==> src/rtl/simon_pkg.sv <==
// Shared definitions for the Simon button encoder: colour codes and handshake FSM states.
package simon_pkg;

  localparam logic [1:0] CODE_U = 2'd0;
  localparam logic [1:0] CODE_R = 2'd1;
  localparam logic [1:0] CODE_D = 2'd2;
  localparam logic [1:0] CODE_L = 2'd3;

  typedef enum logic [1:0] {
    StArmed   = 2'd0,
    StValid   = 2'd1,
    StAckLow  = 2'd2,
    StRelease = 2'd3
  } enc_state_e;

  // Press vector is ordered {U,R,D,L}; a one-hot vector is assumed by the caller.
  function automatic logic [1:0] press_to_code(input logic [3:0] press);
    logic [1:0] c;
    c = CODE_U;
    if (press[2]) c = CODE_R;
    if (press[1]) c = CODE_D;
    if (press[0]) c = CODE_L;
    return c;
  endfunction

endpackage

==> src/rtl/simon_button_encoder_debounce.sv <==
// One push-button: 2-FF synchronizer, hold-time debounce counter and stable level.
// DEB_BYPASS_EN replaces the counter with a direct pass-through of the synchronized level.
module btn_debounce #(
  parameter int unsigned DEB_LIMIT = 500000,
  parameter int unsigned DEB_CNT_W = 20
) (
  input  logic board_clk,
  input  logic Reset,
  input  logic btn,
  output logic stable
);

  logic sync1_q, sync_q;

  always_ff @(posedge board_clk or posedge Reset) begin
    if (Reset) begin
      sync1_q <= 1'b0;
      sync_q  <= 1'b0;
    end else begin
      sync1_q <= btn;
      sync_q  <= sync1_q;
    end
  end

`ifdef DEB_BYPASS_EN
  assign stable = sync_q;
`else
  logic [DEB_CNT_W-1:0] cnt_q, cnt_d;
  logic                 stable_q, stable_d;

  always_comb begin
    cnt_d    = cnt_q;
    stable_d = stable_q;
    if (sync_q == stable_q) begin
      cnt_d = '0;
    end else if (cnt_q == DEB_CNT_W'(DEB_LIMIT - 1)) begin
      stable_d = sync_q;
      cnt_d    = '0;
    end else begin
      cnt_d = cnt_q + 1'b1;
    end
  end

  always_ff @(posedge board_clk or posedge Reset) begin
    if (Reset) begin
      cnt_q    <= '0;
      stable_q <= 1'b0;
    end else begin
      cnt_q    <= cnt_d;
      stable_q <= stable_d;
    end
  end

  assign stable = stable_q;
`endif

endmodule

==> src/rtl/simon_button_encoder.sv <==
// Debounces the four Simon buttons and hands one colour code per press to the slow game FSM
// over a 4-phase valid/ack handshake. Optional macro: DEB_BYPASS_EN (skip debounce counters).
module simon_button_encoder
  import simon_pkg::*;
#(
  parameter int unsigned DEB_LIMIT = 500000,
  parameter int unsigned DEB_CNT_W = 20
) (
  input  logic       board_clk,
  input  logic       Reset,
  input  logic       Btn_U,
  input  logic       Btn_R,
  input  logic       Btn_D,
  input  logic       Btn_L,
  input  logic       input_en,
  input  logic       code_ack,
  output logic [1:0] code,
  output logic       code_valid,
  output logic       multi_err,
  output logic [3:0] btn_held
);

  logic [3:0] raw, stable, btn_held_q, press;
  logic       en_1_q, en_s_q, ack_1_q, ack_s_q;
  logic       single, multi;
  logic [1:0] code_q;
  logic       multi_err_q;
  enc_state_e state_q, state_d;

  assign raw = {Btn_U, Btn_R, Btn_D, Btn_L};

  for (genvar i = 0; i < 4; i++) begin : g_deb
    btn_debounce #(
      .DEB_LIMIT(DEB_LIMIT),
      .DEB_CNT_W(DEB_CNT_W)
    ) u_deb (
      .board_clk(board_clk),
      .Reset    (Reset),
      .btn      (raw[i]),
      .stable   (stable[i])
    );
  end

  always_ff @(posedge board_clk or posedge Reset) begin
    if (Reset) begin
      en_1_q     <= 1'b0;
      en_s_q     <= 1'b0;
      ack_1_q    <= 1'b0;
      ack_s_q    <= 1'b0;
      btn_held_q <= '0;
    end else begin
      en_1_q     <= input_en;
      en_s_q     <= en_1_q;
      ack_1_q    <= code_ack;
      ack_s_q    <= ack_1_q;
      btn_held_q <= stable;
    end
  end

  // btn_held_q doubles as the one-cycle-delayed stable level for edge detection.
  assign press  = stable & ~btn_held_q;
  assign single = $onehot(press);
  assign multi  = (press != '0) && !single;

  always_ff @(posedge board_clk or posedge Reset) begin
    if (Reset) begin
      state_q <= StArmed;
    end else begin
      state_q <= state_d;
    end
  end

  always_comb begin
    state_d = state_q;
    unique case (state_q)
      StArmed: begin
        if (en_s_q && single) begin
          state_d = StValid;
        end else if (en_s_q && multi) begin
          state_d = StRelease;
        end
      end
      StValid:   if (ack_s_q) state_d = StAckLow;
      StAckLow:  if (!ack_s_q) state_d = StRelease;
      StRelease: if (stable == '0) state_d = StArmed;
      default:   state_d = StArmed;
    endcase
  end

  always_ff @(posedge board_clk or posedge Reset) begin
    if (Reset) begin
      code_q      <= CODE_U;
      multi_err_q <= 1'b0;
    end else begin
      multi_err_q <= (state_q == StArmed) && en_s_q && multi;
      if ((state_q == StArmed) && en_s_q && single) begin
        code_q <= press_to_code(press);
      end
    end
  end

  always_comb begin
    code_valid = (state_q == StValid);
    code       = code_q;
    multi_err  = multi_err_q;
    btn_held   = btn_held_q;
  end

endmodule
==> config.mk <==
export PLATFORM = sky130hd
export DESIGN_NAME = simon_button_encoder
export DESIGN_NICKNAME = d
export VERILOG_FILES = /design/src/rtl/simon_pkg.sv /design/src/rtl/simon_button_encoder_debounce.sv /design/src/rtl/simon_button_encoder.sv
export SDC_FILE = /design/constraint.sdc
export NUM_CORES = 1
export LEC_CHECK = 0
export CAP_MARGIN = 20
export CORE_UTILIZATION = 60
export CTS_BUF_LIST = sky130_fd_sc_hd__clkbuf_16
export DETAILED_ROUTE_END_ITERATION = 10
export PLACE_DENSITY = 0.77
export SETUP_SLACK_MARGIN = 0.1
export SLEW_MARGIN = 0
export SYNTH_ARGS = -nofsm -noshare
export SYNTH_HDL_FRONTEND = slang
export SYNTH_SLANG_ARGS = --single-unit
export TNS_END_PERCENT = 10
==> constraint.sdc <==
create_clock -name board_clk -period 4.2 [get_ports board_clk]
set_clock_uncertainty 0.05 [all_clocks]
set_input_delay 0.63 -clock board_clk [delete_from_list [all_inputs] [get_ports board_clk]]
set_output_delay 0.63 -clock board_clk [all_outputs]
set_load 0.01 [all_outputs]
==> impl_metrics.tcl, run 1 <==
set metrics [dict create \
    dp.cells 606 \
    finalHoldViolCount 0 \
    wirelength_um 9370 \
    ctsResizeCount 0 \
    area.sequential_um2 2630 \
    overflow 0 \
    synth_seq_cells 105 \
    rows 32 \
    syn_nets 514 \
    synth_cells 494 \
    timing.rr.start "g_deb[0].u_deb.stable" \
    worstMarginPinSlew_ps 1020 \
    cts.hold.buffers_added 0 \
    cts_tree "done" \
    endpoint_kind "flop" \
    first_iter_violations 185 \
    avgSynthCellArea_um2 10.0 \
    period_minus_slack_ps 3030 \
    grt_pass1_vias 3717 \
    rsz0062_at_grt "no" \
    rrSetupSlack_ps 1170 \
    dpl-instance-area_um2 5250 \
    clkTransAtPathRegs_ps 70 \
    cts_root_buf "clkbuf_16" \
    fill_cells 598 \
    clkLatencyLatePin_ps 340 \
    core-area_um2 7850 \
    gp_congestion 0.865 \
    io_pins 16 \
    worst_setup_path_start_kind "flop" \
    cp-startpoint "g_deb[0].u_deb.stable" \
    n_antenna_cell 0 \
    wl_per_cell_um 15.1 \
    rr_worst_depth 10 \
    cts_buffer_depth 2 \
    netlist_area_um2 4940 \
    ys_seq_area_share_pct 53.2 \
    grt_pass1_wl_um 16500 \
    fmax_mhz 330 \
    leakage_uw 0.00228 \
    worst-endpoint-required_ps 4410 \
    area.growth.synth_to_final_pct 12.4 \
    synthFlopType "dfrtp_1" \
    criticalPathCategory "reg2reg" \
    vias_per_cell 5.95 \
    hpwl_um 6430 \
    antenna_found_initial 0 \
    synth_edf_count 0 \
    path_max_fanout 5 \
    async_flop_share_pct 100 \
    status "complete, no violations" \
    slew_viol_final 0 \
    drcViolationCount 0 \
    ant_nets 0 \
    r2r_end "state_q[1]" \
    htreeDepth 3 \
    drt_pass1_iterations 4 \
    die-area_um2 8610 \
    post-cts-setup-buffer-count 0 \
    finalSetupTns_ps 0 \
    relSlewSlack_pct 31.5 \
    chipHeight_um 92.8 \
    hp-class "reg2reg" \
    grt_max_degree 64 \
    via_count 3698 \
    io_buffers 15 \
    cp-endpoint "state_q[1]" \
    cts.sinks 105 \
    drive_gt1_share_pct 6.35 \
    ir_worst_vdd_mv 0.274 \
    ys_types 36 \
    track_usage_pct 24.2 \
    cts_buffers 9 \
    start_util_pct 63.0 \
    cp.arrival_ps 3240 \
    die_w_um 92.8 \
    power_per_cell_area_nw_per_um2 355 \
    fin_nets 535 \
    layout.cells.non_filler 622 \
    post-route-cell-area_um2 5560 \
    multiInputGateArea_um2 2220 \
    fin_crit_sh_pct 72.2 \
    maxCapViolations 0 \
    setup_viol 0 \
    yosys_warnings 0 \
]
cell usage after synthesis (4+ instances only):
library cell,n,area (um^2)
o31ai_1,4,30.0
inv_1,20,75.1
mux2_2,4,45.0
ha_1,12,150
xnor2_1,33,289
dfrtp_1,105,2630
nor2b_1,4,25.0
or3_1,15,93.8
nand2_1,33,124
nor4_1,18,113
xor2_1,24,210
nor3_1,14,70.1
clkbuf_1,10,37.5
nand3_1,28,140
and4_1,6,52.6
o41ai_1,4,35.0
o21ai_0,20,100
or4_1,11,82.6
nand4_1,22,138
a21oi_1,20,100
nor2_1,69,259
through the flow:
step / setup slack, ps / total power, uW / hold WS, ps / util, %
detailed placement: 1190 / 1130 / 287 / 66.9
floorplan: 759 / 1100 / 281 / -
CTS: 1180 / 1990 / 303 / 70.8
global route: 1050 / 2050 / 312 / 70.8
global placement: 1390 / 1120 / 282 / 66.9
finish: 1170 / 1970 / 301 / 70.8
power by group:
group | switching, uW | internal (uW) | leakage, uW | total, uW
clock | 350 | 517 | 0.000156 | 867
sequential | 13.8 | 1030 | 0.00143 | 1040
combinational | 43.9 | 21.2 | 0.000693 | 65.1
area by class of cell:
cell class                 count  area share (%)
tap                          102            2.30
timing repair buffer          21            3.51
sequential                   105            47.3
clock buffer                   9            4.05
clock inverter                 7            1.55
multi-input combinational    358            39.9
inverter                      20            1.40
layout by cell type (no fill, tap or decap), drive strengths merged, types with 2 or more instances in the layout:
cell type and count:
dfrtp 105, nor2 69, nand2 33, xnor2 33, nand3 28, xor2 24, nand4 22, inv 21
a21oi 20, o21ai 20, nor4 18, or3 15, clkdlybuf4s50 15, nor3 14, ha 12, or4 11
clkbuf 9, and4 6, buf 6, nor2b 4, mux2 4, o31ai 4, o41ai 4, clkinv 3
and3 2, or2 2, and2 2, bufinv 2
layer usage:
| layer | vias to the layer above | wire length [um] | global-route usage [%] |
|---|---|---|---|
| met4 | 0 | 195 | 8.72 |
| met2 | 74 | 4700 | 40.6 |
| li1 | 1794 | - | - |
| met3 | 18 | 305 | 5.75 |
| met5 | - | 0 | 0 |
| met1 | 1812 | 4170 | 30.8 |
worst min-delay path by stage:
stage            start  slack (ps)  endpoint  depth (start not counted)
3_3_place_gp   ack_1_q         280   ack_s_q                          0
4_1_cts        ack_1_q         300   ack_s_q                          0
6_report       ack_1_q         300   ack_s_q                          0
2_1_floorplan  ack_1_q         280   ack_s_q                          0
3_5_place_dp   ack_1_q         290   ack_s_q                          0
5_1_grt        ack_1_q         310   ack_s_q                          0
logic make-up (layout without fill, tap and decap cells):
| logic type | after synthesis | after routing | synth area share (%) |
|---|---|---|---|
| AND/OR/NAND/NOR | 232 | 232 | 24.2 |
| flip-flops | 105 | 105 | 53.2 |
| XOR/XNOR | 57 | 57 | 10.1 |
| AO/OA/AOI/OAI | 52 | 52 | 6.05 |
| buffers and inverters | 31 | 57 | 2.38 |
| adder cells (fa/ha/maj) | 12 | 12 | 3.04 |
| multiplexers | 5 | 5 | 1.11 |
registers in the layout (all words and copies together), names as in the netlist:
signal / count
ack_1_q: 1
g_deb.u_deb.sync1_q: 4
en_s_q: 1
ack_s_q: 1
g_deb.u_deb.sync_q: 4
g_deb.u_deb.stable: 4
g_deb.u_deb.cnt_q: 80
state_q: 2
en_1_q: 1
multi_err: 1
btn_held: 4
code: 2
worst max-delay path: stages, from the launching register on:
cell	delay, ps
dfrtp_1	410
nor2b_1	260
inv_1	80
ha_1	300
ha_1	320
ha_1	210
ha_1	270
nor3b_1	340
nor2_1	80
a211oi_1	390
mux2i_1	250
(Power assumes the default switching activity.)
==> run 2, diff against run 1 <==
--- a/config.mk
+++ b/config.mk
@@ -6,10 +6,10 @@
 export NUM_CORES = 1
 export LEC_CHECK = 0
 export CAP_MARGIN = 20
-export CORE_UTILIZATION = 60
+export CORE_UTILIZATION = 55
 export CTS_BUF_LIST = sky130_fd_sc_hd__clkbuf_16
 export DETAILED_ROUTE_END_ITERATION = 10
-export PLACE_DENSITY = 0.77
+export PLACE_DENSITY = 0.74
 export SETUP_SLACK_MARGIN = 0.1
 export SLEW_MARGIN = 0
 export SYNTH_ARGS = -nofsm -noshare
==> constraint.sdc (replaced) <==
create_clock -name board_clk -period 2.55 [get_ports board_clk]
set_clock_uncertainty 0.05 [all_clocks]
set_input_delay 0.3825 -clock board_clk [delete_from_list [all_inputs] [get_ports board_clk]]
set_output_delay 0.3825 -clock board_clk [all_outputs]
set_load 0.01 [all_outputs]
==> run 2 against run 1 <==
Final cell count grew 2.9%. Core utilization shrank 5.4 points. Clock power rose by 45%. Flip-flop and latch count unchanged. Die area is 8.9% higher. First-iteration DRC count down 12%. Fmax increased by 27%. Count of clock-buffer cells in the layout unchanged. Critical path type unchanged. Largest cell class unchanged. Largest power group unchanged.
==> impl_metrics.tcl, run 2 (synthesized netlist as in run 1, its figures left out) <==
set metrics [dict create \
    status "complete, no violations" \
    fin_nets 547 \
    multiInputGateArea_um2 2290 \
    worst_setup_path_start_kind "flop" \
    chipHeight_um 96.8 \
    die_w_um 96.8 \
    hpwl_um 6090 \
    path_max_fanout 2 \
    rows 34 \
    overflow 0 \
    post-route-cell-area_um2 5700 \
    wl_per_cell_um 14.3 \
    area.growth.synth_to_final_pct 15.4 \
    cts_buffers 9 \
    worstMarginPinSlew_ps 543 \
    cp.arrival_ps 2600 \
    cts.hold.buffers_added 0 \
    clkTransAtPathRegs_ps 70 \
    criticalPathCategory "reg2reg" \
    die-area_um2 9370 \
    layout_commonest_cell "dfrtp_1" \
    cts_tree "done" \
    ir_worst_vdd_mv 0.385 \
    gp_congestion 0.923 \
    setup_viol 0 \
    maxCapViolations 0 \
    final_cell_mix "dfrtp_1 (105), nor2_1 (68), nand2_1 (33), xnor2_1 (33), nand3_1 (27)" \
    grt_max_degree 106 \
    grt_pass1_vias 3639 \
    start_util_pct 56.7 \
    first_iter_violations 162 \
    endpoint_kind "flop" \
    relSlewSlack_pct 63.4 \
    io_pins 16 \
    fin_crit_sh_pct 93.7 \
    antenna_found_initial 0 \
    finalHoldViolCount 0 \
    cts_buffer_depth 2 \
    ant_nets 0 \
    power_per_cell_area_nw_per_um2 541 \
    io_buffers 15 \
    dpl-instance-area_um2 5350 \
    drive_gt1_share_pct 9.96 \
    via_count 3699 \
    period_minus_slack_ps 2390 \
    slew_viol_final 0 \
    cts_root_buf "clkbuf_16" \
    regMostFlops "g_deb.u_deb.cnt_q" \
    dp.cells 623 \
    htreeDepth 3 \
    wirelength_um 9160 \
    area.sequential_um2 2630 \
    fmax_mhz 418 \
    vias_per_cell 5.78 \
    layout.cells.non_filler 640 \
    n_antenna_cell 0 \
    drt_pass1_iterations 4 \
    core-area_um2 8720 \
    worst-endpoint-required_ps 2760 \
    rsz0062_at_grt "yes" \
    clkLatencyLatePin_ps 340 \
    leakage_uw 0.00231 \
    grt_pass1_wl_um 16500 \
    drcViolationCount 0 \
    track_usage_pct 21.5 \
    largest_reg_flops 80 \
    hp-class "reg2reg" \
    fill_cells 692 \
    cts.sinks 105 \
]
run 2: metrics by stage:
stage	hold slack, ps	total power, uW	setup TNS, ps	worst slack [ps]	util (%)
after floorplan	281	1810	-289	-153	-
after global placement	284	1850	-66.3	-41.3	61.3
after detailed placement	286	1860	-416	-168	61.3
after CTS	302	3120	0	95.0	64.9
after global routing	303	3210	-1.57	-1.57	65.4
final	298	3090	0	160	65.4
run 2: worst paths after layout:
check / slack (ps) / end / start / cells after the start
max: 160 / state_q[1] / btn_held[1] / 10
min: 300 / ack_s_q / ack_1_q / 0
max reg2reg: 160 / state_q[1] / btn_held[1] / 10
min reg2reg: 300 / ack_s_q / ack_1_q / 0
max in group asynchronous: 1560 / g_deb[0].u_deb.cnt_q[10] / Reset / 3
min in group asynchronous: 510 / g_deb[3].u_deb.cnt_q[10] / Reset / 3
run 2: power by group:
part / internal (uW) / switching, uW
Combinational: 39.1 / 73.0
Clock: 660 / 602
Sequential: 1690 / 23.1
Total: 2390 / 698
run 2: metal layers:
layer | vias up | wire (um) | global-route usage [%]
met2 | 82 | 4430 | 34.6
met3 | 13 | 300 | 4.48
met1 | 1799 | 4340 | 29.4
met4 | 0 | 95 | 6.54
met5 | - | 0 | 0
li1 | 1805 | - | -
run 2: repair_timing:
action                                  CTS  global route
pin swaps                                 5             5
setup buffers                             0             1
resized for setup                         7             3
endpoints found under the setup margin    4             4
run 2: critical path, cell delays in order, from the launching register on:
cell      delay [ps]
dfrtp_1          380
nor2b_1          150
inv_1            110
ha_4             260
ha_4             270
ha_4             130
ha_4             200
nor3b_4          220
nor2_2            70
a211oi_2         270
mux2i_1          210
run 2: cell type report:
type	instances	area share (%)
Inverter	20	1.38
Multi-Input combinational cell	358	40.2
Sequential cell	105	46.1
Clock inverter	7	0.812
Tap cell	108	2.37
Clock buffer	9	3.95
Timing Repair Buffer	33	5.22
==> run 3, diff against run 2 <==
--- a/config.mk
+++ b/config.mk
@@ -6,6 +6,7 @@
 export NUM_CORES = 1
 export LEC_CHECK = 0
 export CAP_MARGIN = 20
+export CORE_ASPECT_RATIO = 0.8
 export CORE_UTILIZATION = 55
 export CTS_BUF_LIST = sky130_fd_sc_hd__clkbuf_16
 export DETAILED_ROUTE_END_ITERATION = 10
==> run 3 against run 2 <==
Fmax increased by 1.5%. Routed wire length is 6.6% higher. Register-to-register slack gained 40 ps. Worst hold slack lost 1.5 ps. Highest routed layer unchanged. Power grew 5.2%. Via count grew 1.5%.
==> impl_metrics.tcl, run 3 (synthesized netlist as in run 1, its figures left out) <==
set metrics [dict create \
    start_util_pct 57.5 \
    cts_buffers 9 \
    clkTransAtPathRegs_ps 70 \
    htreeDepth 3 \
    grt_max_degree 32 \
    min_to "g_deb[3].u_deb.sync_q" \
    worstMarginPinSlew_ps 714 \
    clkLatencyLatePin_ps 350 \
    cts_buffer_depth 2 \
    cts_tree "done" \
    ant_nets 0 \
    fill_cells 635 \
    drive_gt1_share_pct 12.5 \
    period_minus_slack_ps 2360 \
    io_buffers 15 \
    worst_setup_path_start_kind "flop" \
    r2r_end "state_q[1]" \
    fin_crit_sh_pct 92.4 \
    cts.sinks 105 \
    chipHeight_um 86.8 \
    place_ws_ps -119 \
    setup_viol 0 \
    status "complete, no violations" \
    track_usage_pct 23.3 \
    min-delay-start "g_deb[3].u_deb.sync1_q" \
    fin_ws_ps 195 \
    criticalPathCategory "reg2reg" \
    die_w_um 108 \
    hp-class "reg2reg" \
    grt_pass1_vias 3639 \
    fin_nets 561 \
    die-area_um2 9370 \
    regMostFlops "g_deb.u_deb.cnt_q" \
    gp_congestion 0.859 \
    rows 30 \
    hpwl_um 6440 \
    core-area_um2 8600 \
    vias_per_cell 5.71 \
    leakage_uw 0.00240 \
    io_pins 16 \
    final_cell_mix "dfrtp_1 (105), nor2_1 (68), nand2_1 (33), xnor2_1 (33), buf_4 (29)" \
    timing.rr.start "btn_held[0]" \
    wl_per_cell_um 14.9 \
    via_count 3754 \
    cts_root_buf "clkbuf_16" \
    path_max_fanout 2 \
    endpoint_kind "flop" \
    fmax_mhz 425 \
    relSlewSlack_pct 52.3 \
    power_per_cell_area_nw_per_um2 554 \
    drcViolationCount 0 \
    n_antenna_cell 0 \
    slew_viol_final 0 \
    first_iter_violations 174 \
    wirelength_um 9760 \
    whs_path_depth 0 \
    rsz0062_at_grt "yes" \
    grt_pass1_wl_um 16900 \
    cp.arrival_ps 2570 \
    rrSetupSlack_ps 190 \
    rr_worst_depth 10 \
    post-route-cell-area_um2 5870 \
    ir_worst_vdd_mv 0.450 \
    antenna_found_initial 0 \
    drt_pass1_iterations 4 \
    worst-endpoint-required_ps 2770 \
    layout_commonest_cell "dfrtp_1" \
    largest_reg_flops 80 \
    dpl-instance-area_um2 5380 \
    finalHoldViolCount 0 \
    area.growth.synth_to_final_pct 18.7 \
    maxCapViolations 0 \
    overflow 0 \
]
-- run 3: per-stage QoR --
stage	cells	hold WS, ps	utilization (%)	setup TNS [ps]	total power, uW
floorplan	494	281	-	-289	1810
CTS	658	299	67.7	0	3280
finish	657	297	68.3	0	3250
global placement	629	286	62.6	-83.4	1860
global route	657	301	68.3	0	3360
detailed placement	629	285	62.6	-235	1860
-- run 3: how the worst max path moves through the flow --
stage | startpoint | endpoint | cells past startpoint
after floorplan | g_deb[0].u_deb.stable | state_q[1] | 10
after global placement | btn_held[0] | state_q[1] | 10
after detailed placement | btn_held[1] | state_q[1] | 10
after CTS | btn_held[1] | state_q[1] | 10
after global routing | g_deb[0].u_deb.stable | state_q[1] | 11
final | btn_held[0] | state_q[1] | 10
-- run 3: critical path, cell delays in order, from the launching register on --
cell and delay (ps):
dfrtp_1 400, nor2b_2 150, inv_1 80, ha_4 270
ha_4 190, ha_4 160, ha_4 230, nor3b_4 210
nor2_2 50, a211oi_2 270, mux2i_1 210
-- run 3: area by class of cell --
| cell class | instances | area [um^2] | area share [%] |
|---|---|---|---|
| sequential | 105 | 2630 | 44.8 |
| inverter | 20 | 78.8 | 1.34 |
| multi-input combinational | 358 | 2300 | 39.2 |
| tap | 112 | 140 | 2.39 |
| clock inverter | 6 | 76.3 | 1.30 |
| clock buffer | 9 | 225 | 3.84 |
| timing repair buffer | 47 | 419 | 7.14 |
-- run 3: repair_timing --
| item | CTS | global route |
|---|---|---|
| endpoints found under the setup margin | 4 | 4 |
| pin swaps | 6 | 5 |
| hold buffers | 0 | 0 |
| resized for setup | 7 | 9 |
| buffers inserted | 14 | 1 |
-- run 3: where the power goes --
group | switching [uW] | internal [uW] | total (uW)
logic | 75.1 | 43.0 | 118
clock network | 575 | 843 | 1420
registers | 22.9 | 1690 | 1710
-- run 3: per-layer routing --
metal,share of wire (%),global-route usage (%),vias to the layer above
met5,0,0,-
met4,1.6,9.84,0
met3,3.0,4.81,11
met2,48,37.1,60
met1,48,31.2,1843
li1,-,-,1840
